File: config.mk
export PLATFORM = sky130hd
export DESIGN_NAME = fixed_point_act_fun_deriv
export DESIGN_NICKNAME = d
export VERILOG_FILES = /design/src/rtl/fixed_point_act_fun_deriv.sv
export SDC_FILE = /design/constraint.sdc
export NUM_CORES = 1
export LEC_CHECK = 0
export ABC_CLOCK_PERIOD_IN_PS = 8130
export CAP_MARGIN = 20
export CORE_AREA = 2 2 172 174
export CTS_BUF_LIST = sky130_fd_sc_hd__clkbuf_4 sky130_fd_sc_hd__clkbuf_8 sky130_fd_sc_hd__clkbuf_16
export DETAILED_ROUTE_END_ITERATION = 6
export DIE_AREA = 0 0 174 176
export PLACE_DENSITY = 0.67
export SETUP_SLACK_MARGIN = 0.05
export SLEW_MARGIN = 15
export SYNTH_ARGS = -nofsm -noshare
export SYNTH_HDL_FRONTEND = slang
export SYNTH_SLANG_ARGS = --single-unit
export TNS_END_PERCENT = 1
File: constraint.sdc
create_clock -name CLK -period 8.13 [get_ports CLK]
set_input_delay 2.0325 -clock CLK [delete_from_list [all_inputs] [get_ports CLK]]
set_output_delay 2.0325 -clock CLK [all_outputs]
set_load 0.03 [all_outputs]
File: src/rtl/fixed_point_act_fun_deriv.sv
// Backward pass of the piecewise tanh: VALUE_OUT = g * (1 - y^2) in signed fixed point,
// computed on one time-shared multiplier under a small handshaked FSM.
module fixed_point_act_fun_deriv #(
  parameter int WIDTH     = 16,
  parameter int FRAC_BITS = 13
) (
  input  logic                    CLK,
  input  logic                    RSTN,
  input  logic signed [WIDTH-1:0] VALUE_IN,
  input  logic signed [WIDTH-1:0] GRAD_IN,
  input  logic                    VALID_IN,
  output logic                    READY_OUT,
  output logic signed [WIDTH-1:0] VALUE_OUT,
  output logic                    SAT_OUT,
  output logic                    VALID_OUT,
  input  logic                    READY_IN
);

  localparam int PW = 2 * WIDTH;

  localparam logic [WIDTH-1:0]        W_MAX = {1'b0, {(WIDTH-1){1'b1}}};
  localparam logic [WIDTH-1:0]        W_MIN = {1'b1, {(WIDTH-1){1'b0}}};
  localparam logic signed [PW-1:0]    P_MAX = {{(WIDTH+1){1'b0}}, {(WIDTH-1){1'b1}}};
  localparam logic signed [PW-1:0]    P_MIN = {{(WIDTH+1){1'b1}}, {(WIDTH-1){1'b0}}};
  localparam logic signed [WIDTH:0]   S_MAX = {2'b00, {(WIDTH-1){1'b1}}};
  localparam logic signed [WIDTH:0]   S_MIN = {2'b11, {(WIDTH-1){1'b0}}};
  localparam logic signed [WIDTH:0]   ONE   = {{(WIDTH-FRAC_BITS){1'b0}}, 1'b1, {FRAC_BITS{1'b0}}};

  typedef enum logic [2:0] {
    IDLE   = 3'd0,
    SQUARE = 3'd1,
    SUB    = 3'd2,
    SCALE  = 3'd3,
    OUT    = 3'd4
  } state_t;

  state_t state, state_nxt;

  // Returns {saturated, value}: floor-scaled product clamped to the WIDTH-bit range.
  function automatic logic [WIDTH:0] sat_prod(input logic signed [PW-1:0] p);
    logic signed [PW-1:0] sh;
    sh = p >>> FRAC_BITS;
    if (sh > P_MAX)      sat_prod = {1'b1, W_MAX};
    else if (sh < P_MIN) sat_prod = {1'b1, W_MIN};
    else                 sat_prod = {1'b0, sh[WIDTH-1:0]};
  endfunction

  // Returns {saturated, value}: WIDTH+1-bit difference clamped to the WIDTH-bit range.
  function automatic logic [WIDTH:0] sat_sub(input logic signed [WIDTH:0] v);
    if (v > S_MAX)      sat_sub = {1'b1, W_MAX};
    else if (v < S_MIN) sat_sub = {1'b1, W_MIN};
    else                sat_sub = {1'b0, v[WIDTH-1:0]};
  endfunction

  logic signed [WIDTH-1:0] y_p0, g_p0;
  logic signed [PW-1:0]    prod_p1;
  logic signed [WIDTH-1:0] d_p2;
  logic                    sat_acc;
  logic                    scale_ph;

  logic signed [WIDTH-1:0] mul_a, mul_b;
  logic signed [PW-1:0]    mul_prod;
  logic [WIDTH:0]          prod_sat;
  logic signed [WIDTH:0]   s_ext;
  logic signed [WIDTH:0]   diff;
  logic [WIDTH:0]          sub_res;

  // Shared multiplier: squares y in SQUARE, scales g by d otherwise.
  always_comb begin
    mul_a = g_p0;
    mul_b = d_p2;
    if (state == SQUARE) begin
      mul_a = y_p0;
      mul_b = y_p0;
    end
  end

  assign mul_prod = PW'(mul_a) * PW'(mul_b);
  assign prod_sat = sat_prod(prod_p1);
  assign s_ext    = {prod_sat[WIDTH-1], prod_sat[WIDTH-1:0]};
  assign diff     = ONE - s_ext;
  assign sub_res  = sat_sub(diff);

  assign READY_OUT = (state == IDLE);

  always_ff @(posedge CLK or negedge RSTN) begin
    if (!RSTN) state <= IDLE;
    else       state <= state_nxt;
  end

  always_comb begin
    state_nxt = state;
    case (state)
      IDLE:    if (VALID_IN) state_nxt = SQUARE;
      SQUARE:  state_nxt = SUB;
      SUB:     state_nxt = SCALE;
      SCALE:   if (scale_ph) state_nxt = OUT;
      OUT:     if (READY_IN) state_nxt = IDLE;
      default: state_nxt = IDLE;
    endcase
  end

  always_ff @(posedge CLK or negedge RSTN) begin
    if (!RSTN) begin
      y_p0      <= '0;
      g_p0      <= '0;
      prod_p1   <= '0;
      d_p2      <= '0;
      sat_acc   <= 1'b0;
      scale_ph  <= 1'b0;
      VALUE_OUT <= '0;
      SAT_OUT   <= 1'b0;
      VALID_OUT <= 1'b0;
    end else begin
      case (state)
        // Stage p0: operand capture on acceptance
        IDLE: begin
          if (VALID_IN) begin
            y_p0     <= VALUE_IN;
            g_p0     <= GRAD_IN;
            sat_acc  <= 1'b0;
            scale_ph <= 1'b0;
          end
        end
        // Stage p1: raw y*y product
        SQUARE: prod_p1 <= mul_prod;
        // Stage p2: d = 1 - sat(y^2)
        SUB: begin
          d_p2    <= sub_res[WIDTH-1:0];
          sat_acc <= sat_acc | prod_sat[WIDTH] | sub_res[WIDTH];
        end
        // SCALE takes two cycles: product register, then saturate into the output register
        SCALE: begin
          if (!scale_ph) begin
            prod_p1  <= mul_prod;
            scale_ph <= 1'b1;
          end else begin
            VALUE_OUT <= prod_sat[WIDTH-1:0];
            SAT_OUT   <= sat_acc | prod_sat[WIDTH];
            VALID_OUT <= 1'b1;
            scale_ph  <= 1'b0;
          end
        end
        OUT: if (READY_IN) VALID_OUT <= 1'b0;
        default: ;
      endcase
    end
  end

endmodule

Word-level counts from Yosys, hierarchy flattened. Cells that the tools add are included. Widths: inputs -> output; s select.

Bits in registers: 103. Input port bits: 36. Output and inout bits: 19. Word-level logic and storage cells: 57.

$add $sub $neg: 1. Multipliers: 1. Order comparisons: 4. Eq/ne operators: 8. Muxes and demuxes: 19. Bitwise logic cells: 2. Reductions and logical operators: 12.

Operators by type and width (number): $mux 17 (4); $pmux 32 s2 (1); $mul 16x16->32 (1); $mux 16 (2); $mux 32 (1); $gt 19x16->1 const B (1); $lt 19x16->1 const B (1); $gt 17x16->1 const B (1); $lt 17x16->1 const B (1); $sub 15x16->17 const A (1); $pmux 3 s5 (1); $reduce_and 2->1 (5); $mux 3 (3); $ne 2x2->1 const B (4); $reduce_bool 2->1 (4); $eq 3x2->1 const B (2); $pmux 1 s2 (3); $reduce_and 3->1 (2); $mux 1 (4); $eq 3x1->1 const B (1); $eq 3x3->1 const B (1); $logic_not 3->1 (1); $or 1x1->1 (2).

Longest topological paths before layout.
Depth after elaboration: 9. Mapped depth: 29. Depth with buffers taken out: 26.

Least setup slack after synthesis. No wires, ideal clock.

Path type: register to register. Start: reg state[1]. End: reg prod_p1[30]. Setup time: 0.120 ns. Data arrival time: 6.969 ns. Data required time: 8.010 ns. Path slack: 1.041 ns. Cell stages (with the launch flop): 27. Path buffers: 4. Period minus slack after synthesis: 7.089 ns. Cells stage by stage: dfrtp_1 clkbuf_1 or3b_1 clkbuf_1 clkbuf_1 a21oi_1 clkbuf_1 nor2_1 fa_1 inv_1 fa_1 fa_1 fa_1 inv_1 fa_1 inv_1 fa_1 inv_1 ha_1 a2111oi_0 o21ai_0 a22o_1 o211ai_2 a21o_1 a21oi_1 or3_1 a31o_2.

Word-level cells in the longest chain between the ends: 5.

Ends and longest elaborated chain: from (decl) (RTL line 37) `state_t state, state_nxt;`; from (signal assigned) (RTL line 88) `else state <= state_nxt;`; $eq 3x1->1 (RTL line 72, 115); $mux 16 (RTL line 72) `if (state == SQUARE) begin`; $mul 16x16->32 (RTL line 78) `assign mul_prod = PW'(mul_a) * PW'(mul_b);`; $mux 32 (RTL line 134) `if (!scale_ph) begin`; $pmux 32 s2 (RTL line 115) `case (state)`; to (signal assigned) (RTL line 126) `SQUARE: prod_p1 <= mul_prod;`; to (signal assigned) (RTL line 135) `prod_p1 <= mul_prod;`; to (decl) (RTL line 56) `logic signed [PW-1:0] prod_p1;`.

Several ways; a longest one is shown, not always the timed one. The select of a mux whose other input is x is not followed. A chain may end at the register's enable or synchronous reset.

Worst setup path in the final report.
Start: reg state[2]. End: reg prod_p1[24].

The elaborated chain is that of the path after synthesis.

==> metrics.txt <==
outcome finished, violations left; failing checks DRC; CTS Buf Count 9; Root Buffer clkbuf_16; io pins 55; first-pass GRT wire length around 65 mm; WL per Instance 19.28 um; average size of a mapped cell 8.772 sq um; Area contributors post-synth fa_1 37%, dfrtp_1 16%, inv_1 8.6%; critical path class register to register; Reg clk slew, reported paths around 0.070 ns; Ys Warns 0; CP endpoint kind register; share of cells above drive strength 1 7.848%; Max Root-Sink Buffers 2; setup TNS 0 ns; CTS tree built; cts hold-fix bufs 0; TritonRoute pass-1 iters 7; post-route minimum period 7.732 ns; Crit path arrival time 7.96 ns; fill cell count roughly 2,700; relative slew slack about 30%; Synth Instances 1,626; Tcrit/Tclk final 95.10%; Cell variety after synth between 70 and 80; Final Hold Viols 0; H-tree Lvls 3; worst hold path type register to register; Total Wirelength approximately 40 mm; Mapped Area 14,260 sq um; Worst-Skew Late Latency around 0.36 ns; Initial Utilization 49.96%; I/O Buffers 54; Slew Viols, Final 0; clk sinks 90; Vias between 10,000 and 15,000; vias in the first global route between 10,000 and 15,000; drc violations 2; Avg Vias per Cell 5.454; largest net degree at the start of global routing 73; core area around 29,000 sq um; Yosys top cell by area fa_1; fin nets 2,056; Post-synth top flop dfrtp_1; Post-Syn Nets 2,004; initial DRC count 921; RSZ-0062 raised after global routing false; dpl hpwl 33.14 mm; initial antenna violation count 0; Achievable Freq 0.1293 GHz; final setup violating endpoints 0; Startpoint Class register; gr usage total between 20% and 30%; Die H between 150 and 200 um; max-cap violation count 0; global route overflow 0; Layout Skew 0.01088 ns; worst path required time 8.36 ns; number of antenna diodes 0; Slew @ Worst Pin between 1 and 1.5 ns; RePlAce Congestion roughly 1.0; num rows 62; Die Wd 174 um; Post-synth EDFFs 0; Die Area around 30,000 sq um; CP Max Fanout 14; FF+latch count, synth 90; FFs w/ async S/R, synth 100.0%; area delta synth->final 10.36%; Antenna Nets Post-Route 0; post-synth top area share 36.63%; sequential element share of the synthesized area 15.79%
[final cells by class]
class	count	area (sq um)	share of cell area (%)
multi-input cells	1149	10550	67.04
flip-flops and latches	90	2252	14.31
inverters	326	1224	7.774
clock inverters	5	87.58	0.5564
well taps	384	480.5	3.052
clock buffers	10	239.0	1.518
repair buffers	102	905.9	5.755
[flip-flops by register name, summed over array words and instances (netlist names)]
| register | cells |
|---|---|
| y_p0 | 16 |
| sat_acc | 1 |
| state | 3 |
| scale_ph | 1 |
| VALUE_OUT | 16 |
| prod_p1 | 19 |
| SAT_OUT | 1 |
| g_p0 | 16 |
| d_p2 | 16 |
| VALID_OUT | 1 |
[worst max-delay path, stage by stage (launching register included)]
cell	delay, ns
dfrtp_1	0.59
nand2b_1	0.18
nor2_1	0.06
buf_4	0.18
and2_1	0.20
a21oi_1	0.56
nor2_1	0.17
fa_1	0.56
inv_1	0.06
fa_1	0.47
fa_1	0.50
inv_1	0.04
ha_1	0.32
fa_1	0.54
inv_1	0.06
fa_1	0.53
inv_1	0.05
ha_1	0.33
a2111oi_0	0.41
o21ai_0	0.19
a22o_1	0.34
o211ai_2	0.26
nand2_1	0.18
a221oi_1	0.39
xor2_1	0.30
o21ai_0	0.12
[cells in the final DEF (no fill, tap or decap), drive strengths merged, types with 4 or more instances in the layout]
cell type,n
a221oi,4
o21ai,53
clkdlybuf4s50,53
xnor2,25
nor2,175
clkbuf,10
fa,261
inv,327
xor2,5
a21oi,95
o211ai,4
or2,8
o21bai,5
or3,5
a21o,16
mux2,36
nor3,13
nand2b,9
a31oi,9
nand4,7
nand3,20
nor2b,4
ha,81
nor4,7
dfrtp,90
nand2,242
and2,17
buf,49
[worst paths after layout]
check | slack (ns) | start | depth (start not counted) | endpoint
worst max register to register | 0.40 | state[2] | 25 | prod_p1[24]
worst max-delay path | 0.40 | state[2] | 25 | prod_p1[24]
worst min register to register | 0.48 | VALUE_OUT[3] | 1 | VALUE_OUT[3]
max in group asynchronous | 5.36 | RSTN | 2 | g_p0[13]
worst min-delay path | 0.48 | VALUE_OUT[3] | 1 | VALUE_OUT[3]
min in group asynchronous | 1.54 | RSTN | 1 | VALUE_OUT[7]
[cell families after synthesis]
logic type / after synthesis / share of synthesized area [%]
AND/OR/NAND/NOR: 528 / 16.16
multiplexers: 38 / 2.982
XOR/XNOR: 30 / 1.842
buffers and inverters: 387 / 10.34
adder cells (fa/ha/maj): 342 / 43.74
flip-flops: 90 / 15.79
AO/OA/AOI/OAI: 211 / 9.149
[routing by layer]
metal	GRT usage [%]	up-vias	wire (um)
met5	0	-	0
met4	8.718	0	1342
met3	5.168	80	2903
met2	44.70	436	18780
met1	38.23	5625	16800
li1	-	5127	-
[metrics by stage]
step | util, % | worst slack, ns | area, sq um | instances | hold WS [ns]
final | 55.14 | 0.3985 | 15740 | 2066 | 0.4780
after floorplan | - | 1.041 | 14260 | 1626 | 0.4502
after global placement | 53.91 | 0.4318 | 15390 | 2050 | 0.4624
after CTS | 55.05 | 0.2468 | 15720 | 2065 | 0.4818
after global routing | 55.14 | 0.05887 | 15740 | 2066 | 0.4920
after detailed placement | 53.91 | 0.3026 | 15390 | 2050 | 0.4671
[Yosys cell counts, types with 9 or more instances]
cell type  number
a21oi_1        93
xnor2_1        25
nor3_1         13
mux2_2         36
a21o_1         15
nand2_1       242
nor2_1        175
dfrtp_1        90
nand3_1        20
o21ai_0        47
fa_1          261
clkbuf_1       51
nand2b_1        9
ha_1           81
inv_1         326
and2_1         17
[what timing repair did]
| action | CTS | global route |
|---|---|---|
| endpoints found under the setup margin | 0 | 8 |
| gates resized for setup | 0 | 3 |
| buffers inserted | 0 | 0 |
Power is left out: the tool's default activity adds up to more than one toggle a clock period on the data nets, which glitch-free logic cannot reach.
